[src/rtl/button_debouncer_pkg.sv]
// Shared types and helpers for the push-button debouncer.
//   state_e        : debouncer FSM state encoding (2 bits)
//   us_to_cycles() : converts a time in microseconds to clock cycles
//   DEF_*          : default clock frequency and timing constants
package button_debouncer_pkg;

    typedef enum logic [1:0] {
        StIdleLow  = 2'd0,
        StWaitHigh = 2'd1,
        StIdleHigh = 2'd2,
        StWaitLow  = 2'd3
    } state_e;

    localparam int unsigned DEF_CLK_FREQ_HZ = 27_000_000;
    localparam int unsigned DEF_STABLE_US   = 1000;
    localparam int unsigned DEF_LONG_US     = 500_000;

    // Integer MHz first so large microsecond values stay within 32 bits.
    function automatic int unsigned us_to_cycles(input int unsigned freq_hz,
                                                 input int unsigned us);
        return (freq_hz / 32'd1_000_000) * us;
    endfunction

endpackage

[src/rtl/sync_2ff.sv]
// Generic two-flop synchronizer for asynchronous inputs.
//   clk_i  : destination clock
//   rst_ni : asynchronous active-low reset, clears both stages
//   d_i    : asynchronous input
//   q_o    : synchronized output (two clk_i cycles of latency)
module sync_2ff #(
    parameter int unsigned Width = 1
) (
    input  logic             clk_i,
    input  logic             rst_ni,
    input  logic [Width-1:0] d_i,
    output logic [Width-1:0] q_o
);

    logic [Width-1:0] meta_q;
    logic [Width-1:0] sync_q;

    always_ff @(posedge clk_i or negedge rst_ni) begin
        if (!rst_ni) begin
            meta_q <= '0;
            sync_q <= '0;
        end else begin
            meta_q <= d_i;
            sync_q <= meta_q;
        end
    end

    assign q_o = sync_q;

endmodule

[src/rtl/button_debouncer.sv]
// Push-button debouncer: synchronizes the raw pin and only accepts a new level once it has
// been stable for STABLE_US microseconds. Produces a clean level plus one-cycle press/release
// pulses that coincide with the level change.
// Optional feature (macro BUTTON_DEBOUNCER_LONG_PRESS_EN): one-cycle long_press_o pulse when a
// press is held for LONG_US microseconds; without the macro long_press_o is tied low.
//   clk_i         : system clock, rising edge
//   rst_ni        : asynchronous active-low reset
//   pulsador_i    : raw asynchronous button input, 1 = pressed
//   btn_level_o   : debounced button level
//   btn_press_o   : one-cycle pulse on accepted 0->1
//   btn_release_o : one-cycle pulse on accepted 1->0
//   long_press_o  : one-cycle pulse after a long hold (optional feature)
module button_debouncer
    import button_debouncer_pkg::*;
#(
    parameter int unsigned CLK_FREQ_HZ = DEF_CLK_FREQ_HZ,
    parameter int unsigned STABLE_US   = DEF_STABLE_US,
    parameter int unsigned LONG_US     = DEF_LONG_US
) (
    input  logic clk_i,
    input  logic rst_ni,
    input  logic pulsador_i,
    output logic btn_level_o,
    output logic btn_press_o,
    output logic btn_release_o,
    output logic long_press_o
);

    localparam int unsigned STABLE_CYCLES = us_to_cycles(CLK_FREQ_HZ, STABLE_US);
    localparam int unsigned LONG_CYCLES   = us_to_cycles(CLK_FREQ_HZ, LONG_US);
    localparam int unsigned CntW          = $clog2(STABLE_CYCLES) + 1;
    localparam logic [CntW-1:0] StableLast = CntW'(STABLE_CYCLES - 1);

    if (STABLE_CYCLES < 2) begin : g_bad_stable
        $fatal(1, "button_debouncer: STABLE_CYCLES must be at least 2");
    end
    if (LONG_CYCLES < 2) begin : g_bad_long
        $fatal(1, "button_debouncer: LONG_CYCLES must be at least 2");
    end

    logic sync_in;

    sync_2ff #(
        .Width (1)
    ) u_sync (
        .clk_i  (clk_i),
        .rst_ni (rst_ni),
        .d_i    (pulsador_i),
        .q_o    (sync_in)
    );

    state_e          state_q;
    logic [CntW-1:0] cnt_q;
    logic            level_q;
    logic            press_q;
    logic            release_q;

    always_ff @(posedge clk_i or negedge rst_ni) begin
        if (!rst_ni) begin
            state_q   <= StIdleLow;
            cnt_q     <= '0;
            level_q   <= 1'b0;
            press_q   <= 1'b0;
            release_q <= 1'b0;
        end else begin
            press_q   <= 1'b0;
            release_q <= 1'b0;
            case (state_q)
                StIdleLow: begin
                    if (sync_in) begin
                        state_q <= StWaitHigh;
                        cnt_q   <= CntW'(1);
                    end
                end
                StWaitHigh: begin
                    if (!sync_in) begin
                        state_q <= StIdleLow;
                        cnt_q   <= '0;
                    end else if (cnt_q == StableLast) begin
                        state_q <= StIdleHigh;
                        cnt_q   <= '0;
                        level_q <= 1'b1;
                        press_q <= 1'b1;
                    end else begin
                        cnt_q <= cnt_q + 1'b1;
                    end
                end
                StIdleHigh: begin
                    if (!sync_in) begin
                        state_q <= StWaitLow;
                        cnt_q   <= CntW'(1);
                    end
                end
                StWaitLow: begin
                    if (sync_in) begin
                        state_q <= StIdleHigh;
                        cnt_q   <= '0;
                    end else if (cnt_q == StableLast) begin
                        state_q   <= StIdleLow;
                        cnt_q     <= '0;
                        level_q   <= 1'b0;
                        release_q <= 1'b1;
                    end else begin
                        cnt_q <= cnt_q + 1'b1;
                    end
                end
            endcase
        end
    end

    assign btn_level_o   = level_q;
    assign btn_press_o   = press_q;
    assign btn_release_o = release_q;

`ifdef BUTTON_DEBOUNCER_LONG_PRESS_EN
    localparam int unsigned LongW = $clog2(LONG_CYCLES) + 1;
    localparam logic [LongW-1:0] LongSat = LongW'(LONG_CYCLES);

    logic [LongW-1:0] long_cnt_q;
    logic             long_q;

    // Counts only in StIdleHigh, holds through StWaitLow bounces and is cleared whenever the
    // button is (or is becoming) low. Saturating at LONG_CYCLES makes the pulse one-shot.
    always_ff @(posedge clk_i or negedge rst_ni) begin
        if (!rst_ni) begin
            long_cnt_q <= '0;
            long_q     <= 1'b0;
        end else begin
            long_q <= 1'b0;
            if (state_q == StIdleLow || state_q == StWaitHigh) begin
                long_cnt_q <= '0;
            end else if (state_q == StIdleHigh && long_cnt_q != LongSat) begin
                long_cnt_q <= long_cnt_q + 1'b1;
                long_q     <= (long_cnt_q == LongSat - 1'b1);
            end
        end
    end

    assign long_press_o = long_q;
`else
    assign long_press_o = 1'b0;
`endif

endmodule

[config.mk]
export PLATFORM = sky130hd
export DESIGN_NAME = button_debouncer
export DESIGN_NICKNAME = d
export VERILOG_FILES = /design/src/rtl/button_debouncer_pkg.sv /design/src/rtl/sync_2ff.sv /design/src/rtl/button_debouncer.sv
export SDC_FILE = /design/constraint.sdc
export NUM_CORES = 1
export LEC_CHECK = 0
export CORE_UTILIZATION = 60
export CTS_BUF_LIST = sky130_fd_sc_hd__clkbuf_2
export CTS_CLUSTER_SIZE = 12
export DETAILED_ROUTE_END_ITERATION = 12
export PLACE_DENSITY = 0.8
export REMOVE_ABC_BUFFERS = 1
export SYNTH_ARGS = -nofsm -noshare
export SYNTH_HDL_FRONTEND = slang
export SYNTH_HIERARCHICAL = 1
export SYNTH_SLANG_ARGS = --single-unit
[constraint.sdc]
create_clock -name clk_i -period 5.2 [get_ports clk_i]
set_input_delay 1.04 -clock clk_i [delete_from_list [all_inputs] [get_ports clk_i]]
set_output_delay 1.04 -clock clk_i [all_outputs]
set_load 0.005 [all_outputs]
Word level (Yosys, flattened, before mapping)
Index checks and enable logic that the tools add are counted.

Register bits after elaboration: 23. Latch bits: 0. RAM bits: 0. Memory bits (read-only): 0. Input port bits: 3. Memories: 0.

$add $sub $neg: 1. Multipliers: 0. Div/mod/pow operators: 0. $lt $le $gt $ge: 0. Equality and inequality tests: 12. Shift operators: 0. Muxes and demuxes: 23. Bitwise operators: 0. Reduce and logical (&&, ||, !) cells: 5.

Operator list (count): 16-bit 2-to-1 mux (5); 16-bit case mux with 4 select lines (1); 16-bit by 1-bit adder with 16-bit output, second input constant (1); 16-bit by 15-bit == test with 1-bit output, second input constant (1); 2-bit 2-to-1 mux (6); 1-bit 2-to-1 mux (9); 2-bit != test, second input constant (4); 2-bit case mux with 4 select lines (1); 5-bit AND reduction (1); 2-bit == test, second input constant (2); 2-bit by 1-bit != test with 1-bit output, second input constant (2); 4-bit AND reduction (1); 3-bit by 2-bit != test with 1-bit output, second input constant (1); 3-bit != test, second input constant (1); 2-bit by 1-bit == test with 1-bit output, second input constant (1); 2-bit zero test (1); 1-bit case mux with 2 select lines (1); 2-bit AND reduction (1); 2-bit nonzero test (1).

Depth between registers and ports, before layout
Word-level depth: 4. Mapped depth: 6.

Modules after synthesis
The synthesis kept the hierarchy.

Modules (own cells, without submodules): button_debouncer (times used 1, cells an instance 114, area each 1162.4 um^2, seq. area each 525.5 um^2); sync_2ff (times used 1, cells an instance 2, area each 50.0 um^2, seq. area each 50.0 um^2).

Worst setup path after synthesis
No wires, ideal clock.

Path type: flip-flop to flip-flop. Start: register cnt_q[0]. End: register cnt_q[12]. Data arrival time: 1.557 ns. Required time: 5.122 ns. Setup slack: 3.565 ns. Stages on the path, launching flop included: 7. Buffers on the path: 1. Period minus slack after synthesis: 1.635 ns. Path through: dfrtp_1 ha_1 and3_1 clkbuf_1 o211ai_1 or3_1 a21oi_1.

Word-level cells in the longest chain between the ends: 4.

Ends and longest elaborated chain: from (decl) (line button_debouncer.sv:53) `logic [CntW-1:0] cnt_q;`; from (signal assigned) (line button_debouncer.sv:72) `cnt_q <= CntW'(1);`; from (signal assigned) (line button_debouncer.sv:85) `cnt_q <= cnt_q + 1'b1;`; from (signal assigned) (line button_debouncer.sv:91) `cnt_q <= CntW'(1);`; 16-bit by 1-bit adder with 16-bit output / 16-bit by 15-bit == test with 1-bit output (equally long branches); 16-bit 2-to-1 mux * (line button_debouncer.sv:79, button_debouncer.sv:98); 16-bit 2-to-1 mux, on equally long branches (line button_debouncer.sv:95, button_debouncer.sv:76); 16-bit case mux with 4 select lines * (line button_debouncer.sv:68) `case (state_q)`.

Mark *: on every way between the ends. The rest lies on a longest branch, timed or not. A chain may end at the register's enable or synchronous reset.

Worst setup path after layout
Start: register level_q (netlist: btn_level_o). End: output port btn_level_o.

RTL lines: from (decl) (line button_debouncer.sv:54) `logic level_q;`; from (signal assigned) (line button_debouncer.sv:62) `level_q <= 1'b0;`; from (signal assigned) (line button_debouncer.sv:82) `level_q <= 1'b1;`; from (signal assigned) (line button_debouncer.sv:101) `level_q <= 1'b0;`; to (decl) (line button_debouncer.sv:23) `output logic btn_level_o,`.

No word-level cell between the ends.

==> summary.txt <==
Finish
  – ANT cells: 0
  – Storage element area: 576 um2
  – Fin cells: 145
  – Nets: 125
  – # fillers: 143
  – Area grow syn2layout: 5.99%
  – Multi-input gate area: 586 um2
  – Layout cell share with drive strength beyond 1: 10.8%

Die
  – I/O pin count: 7
  – Row cnt: 15
  – Initial Utilization: 67.3%
  – Chip height: 47.0 um
  – Chip width: 47.0 um
  – Core Footprint: 1800 um2
  – Die ar.: 2200 um2

Setup path
  – Levels on crit path: 1
  – Reg-to-reg critical path startpoint: cnt_q[9]
  – CP Launch Point: btn_level_o
  – CP Data Required Time: 4.16 ns
  – CP Buf/Inv Count: 1
  – Crit-path cells: clkdlybuf4s50_1
  – Worst-path maximum fanout: 2
  – Max stage delay on crit path: 0.50 ns
  – Reg-to-reg endpoint: cnt_q[7]
  – Crit start category: flop
  – Setup crit end: btn_level_o
  – Worst R2R Path Depth: 4
  – Crit-path slowest cell: clkdlybuf4s50_1
  – Crit-path leading delay family: buffers and inverters
  – Worst Setup Path Type: flop to output port
  – WP data arrival: 1.22 ns
  – R2R setup slack: 3.32 ns
  – Crit path capture type: output port

Yosys
  – Synth Area in Adders: 1.03%
  – Post-Syn Instances: 116
  – Dominant cell type by area after synthesis: dfrtp_1
  – Warnings, synthesis: 6
  – Main flop type after synthesis: dfrtp_1
  – Post-synth top cells: dfrtp_1 (23), nand2_1 (8), a21oi_1 (6), inv_1 (6), o21ai_0 (6)
  – EDFF count, synth: 0
  – #FFs+latches synth: 23
  – Mux cell area share after synthesis: 1.75%
  – Most frequent cell after synthesis: dfrtp_1
  – Seq/Total Area, Yosys: 47.5%
  – Largest family of logic cells by synthesized area: simple AND/OR/NAND/NOR gates
  – Yosys cell types: 41
  – Ranking of synthesized cells by area: dfrtp_1 (47%), and4_1 (2.9%), a31oi_1 (2.6%), nand4_1 (2.6%), or3_1 (2.6%)
  – Post-synthesis simple-gate area fraction: 23.9%
  – Post-synthesis xor/xnor area fraction: 2.79%
  – Synth Area in Compound Gates: 18.5%
  – Yosys top cell area share: 47.5%
  – Post-Syn Area: 1210 um2
  – Ys async rst share: 100%
  – Average size of a mapped cell: 10.5 um2

Clock tree
  – CTS hold repair buffers: 0
  – Worst skew pair latency: 0.32 ns
  – Postcts setup bufs: 0
  – Clk Tree Root Cell: clkbuf_2
  – H-tree depth reported by CTS: 1
  – Inserted Clock Buffers: 3
  – Reg clk slew, reported paths: 0.21 ns
  – TritonCTS clock tree: done
  – Max Root-Sink Buffers: 2
  – Clock net sink count: 23
  – Post-CTS sizing: 0

Min path
  – Min-delay src: u_sync/meta_q
  – HP Class: flop to flop

Placement
  – GP Congestion: 0.773
  – # port buffers: 5
  – DP HPWL: 1.56 mm
  – Placed Cells: 141
  – Setup WS pre-CTS: 2.94 ns

STA
  – Setup TNS: 0 ns
  – Min cycle time layout: 2.26 ns
  – Maximum achievable frequency: 442 MHz
  – Slew Viols, Final: 0
  – Worst Slack Setup Final: 2.94 ns
  – Worst clock skew: 0.00295 ns
  – Worst hold margin: 0.407 ns
  – Fin. Hold Viols: 0
  – Final setup vio count: 0
  – RSZ-0062 raised after global routing: false
  – Final Cycle Share: 43.5%
  – Slew margin rel.: 33.1%
  – Worst slew pin tran: 1.00 ns

GRT
  – Global-route wire length before repair: 3.65 mm
  – Largest net degree at the start of global routing: 24
  – Initial antenna violation count: 0
  – Total GRT Usage: 23.8%
  – Number of global-route vias before repair: 792
  – Total grt overflow: 0

Routing
  – DR vias: 896
  – Vias/cell: 6.18
  – DR DRC count: 0
  – Post-route ant nets: 0
  – TritonRoute pass-1 iters: 4
  – Initial DRC Count: 14
  – Wire per inst: 15.2 um
  – WL final: 2.20 mm

Power and ir drop
  – Power Density: 217 nW/um2
  – Total power: 0.278 mW
  – Pleak: 0.495 nW
  – Max IR drop VDD: 0.196 mV

Job
  – MaxCap Viol Count: 0

Run status
  – Outcome: complete, no violations
## power by group
part	internal, mW	switching, mW	leakage, nW
combinational	0.00754	0.0133	0.167
sequential	0.183	0.00544	0.311
clock	0.0174	0.0518	0.0164
## logic make-up (layout without fill, tap and decap cells)
kind of cell               count (synthesis)  after routing
DFF                                       23             23
AOI/OAI and AO/OA                         30             30
xor gates and xnor gates                   3              3
adders and majority gates                  1              1
other                                      1              1
muxes                                      2              2
buffers and inverters                     11             15
and+or+nand+nor                           45             45
## metrics by stage
stage | util, % | cell area, um2
floorplan | - | 1180
global placement | 70.2 | 1260
detailed placement | 70.2 | 1260
CTS | 71.3 | 1280
global route | 71.3 | 1280
finish | 71.3 | 1280
## flip-flops by register name, indices dropped and copies added, names as in the netlist, named ones only
signal and cells:
btn_level_o 1, btn_press_o 1, btn_release_o 1, cnt_q 16, state_q 1, u_sync/meta_q 1
u_sync/q_o 1
## layout make-up
| cell class | instances | share of cell area [%] |
|---|---|---|
| inverter | 6 | 1.75 |
| tap | 25 | 2.43 |
| clock buffer | 3 | 1.17 |
| timing repair buffer | 5 | 3.89 |
| sequential | 23 | 44.8 |
| clock inverter | 1 | 0.389 |
| multi-input combinational | 82 | 45.6 |
## routing by layer
metal / vias to the layer above / global-route usage (%) / routed length, um
li1: 443 / - / -
met1: 434 / 34.2 / 1070
met2: 15 / 38.1 / 1050
met3: 4 / 3.08 / 62
met4: 0 / 6.86 / 12
met5: - / 0 / 0
## cells in the final DEF, fill, tap and decap left out, types with 3 or more instances in the layout
master and count:
a21oi_1 6, dfrtp_1 23, or3_1 5, o22ai_1 3, clkdlybuf4s50_1 5, and4_1 4, nand4_1 5, nor2_1 3
and3_1 3, nand3_1 5, inv_1 6, a31oi_1 5, clkbuf_2 3, o21ai_0 6, nand2_1 8
## worst min path at each step
stage	end	slack, ns	depth (start not counted)
2_1_floorplan	u_sync/q_o	0.33	0
3_3_place_gp	u_sync/q_o	0.34	0
3_5_place_dp	u_sync/q_o	0.37	0
4_1_cts	u_sync/q_o	0.41	0
5_1_grt	u_sync/q_o	0.44	0
6_report	u_sync/q_o	0.41	0
No activity file was read; power rests on OpenSTA's default activity.
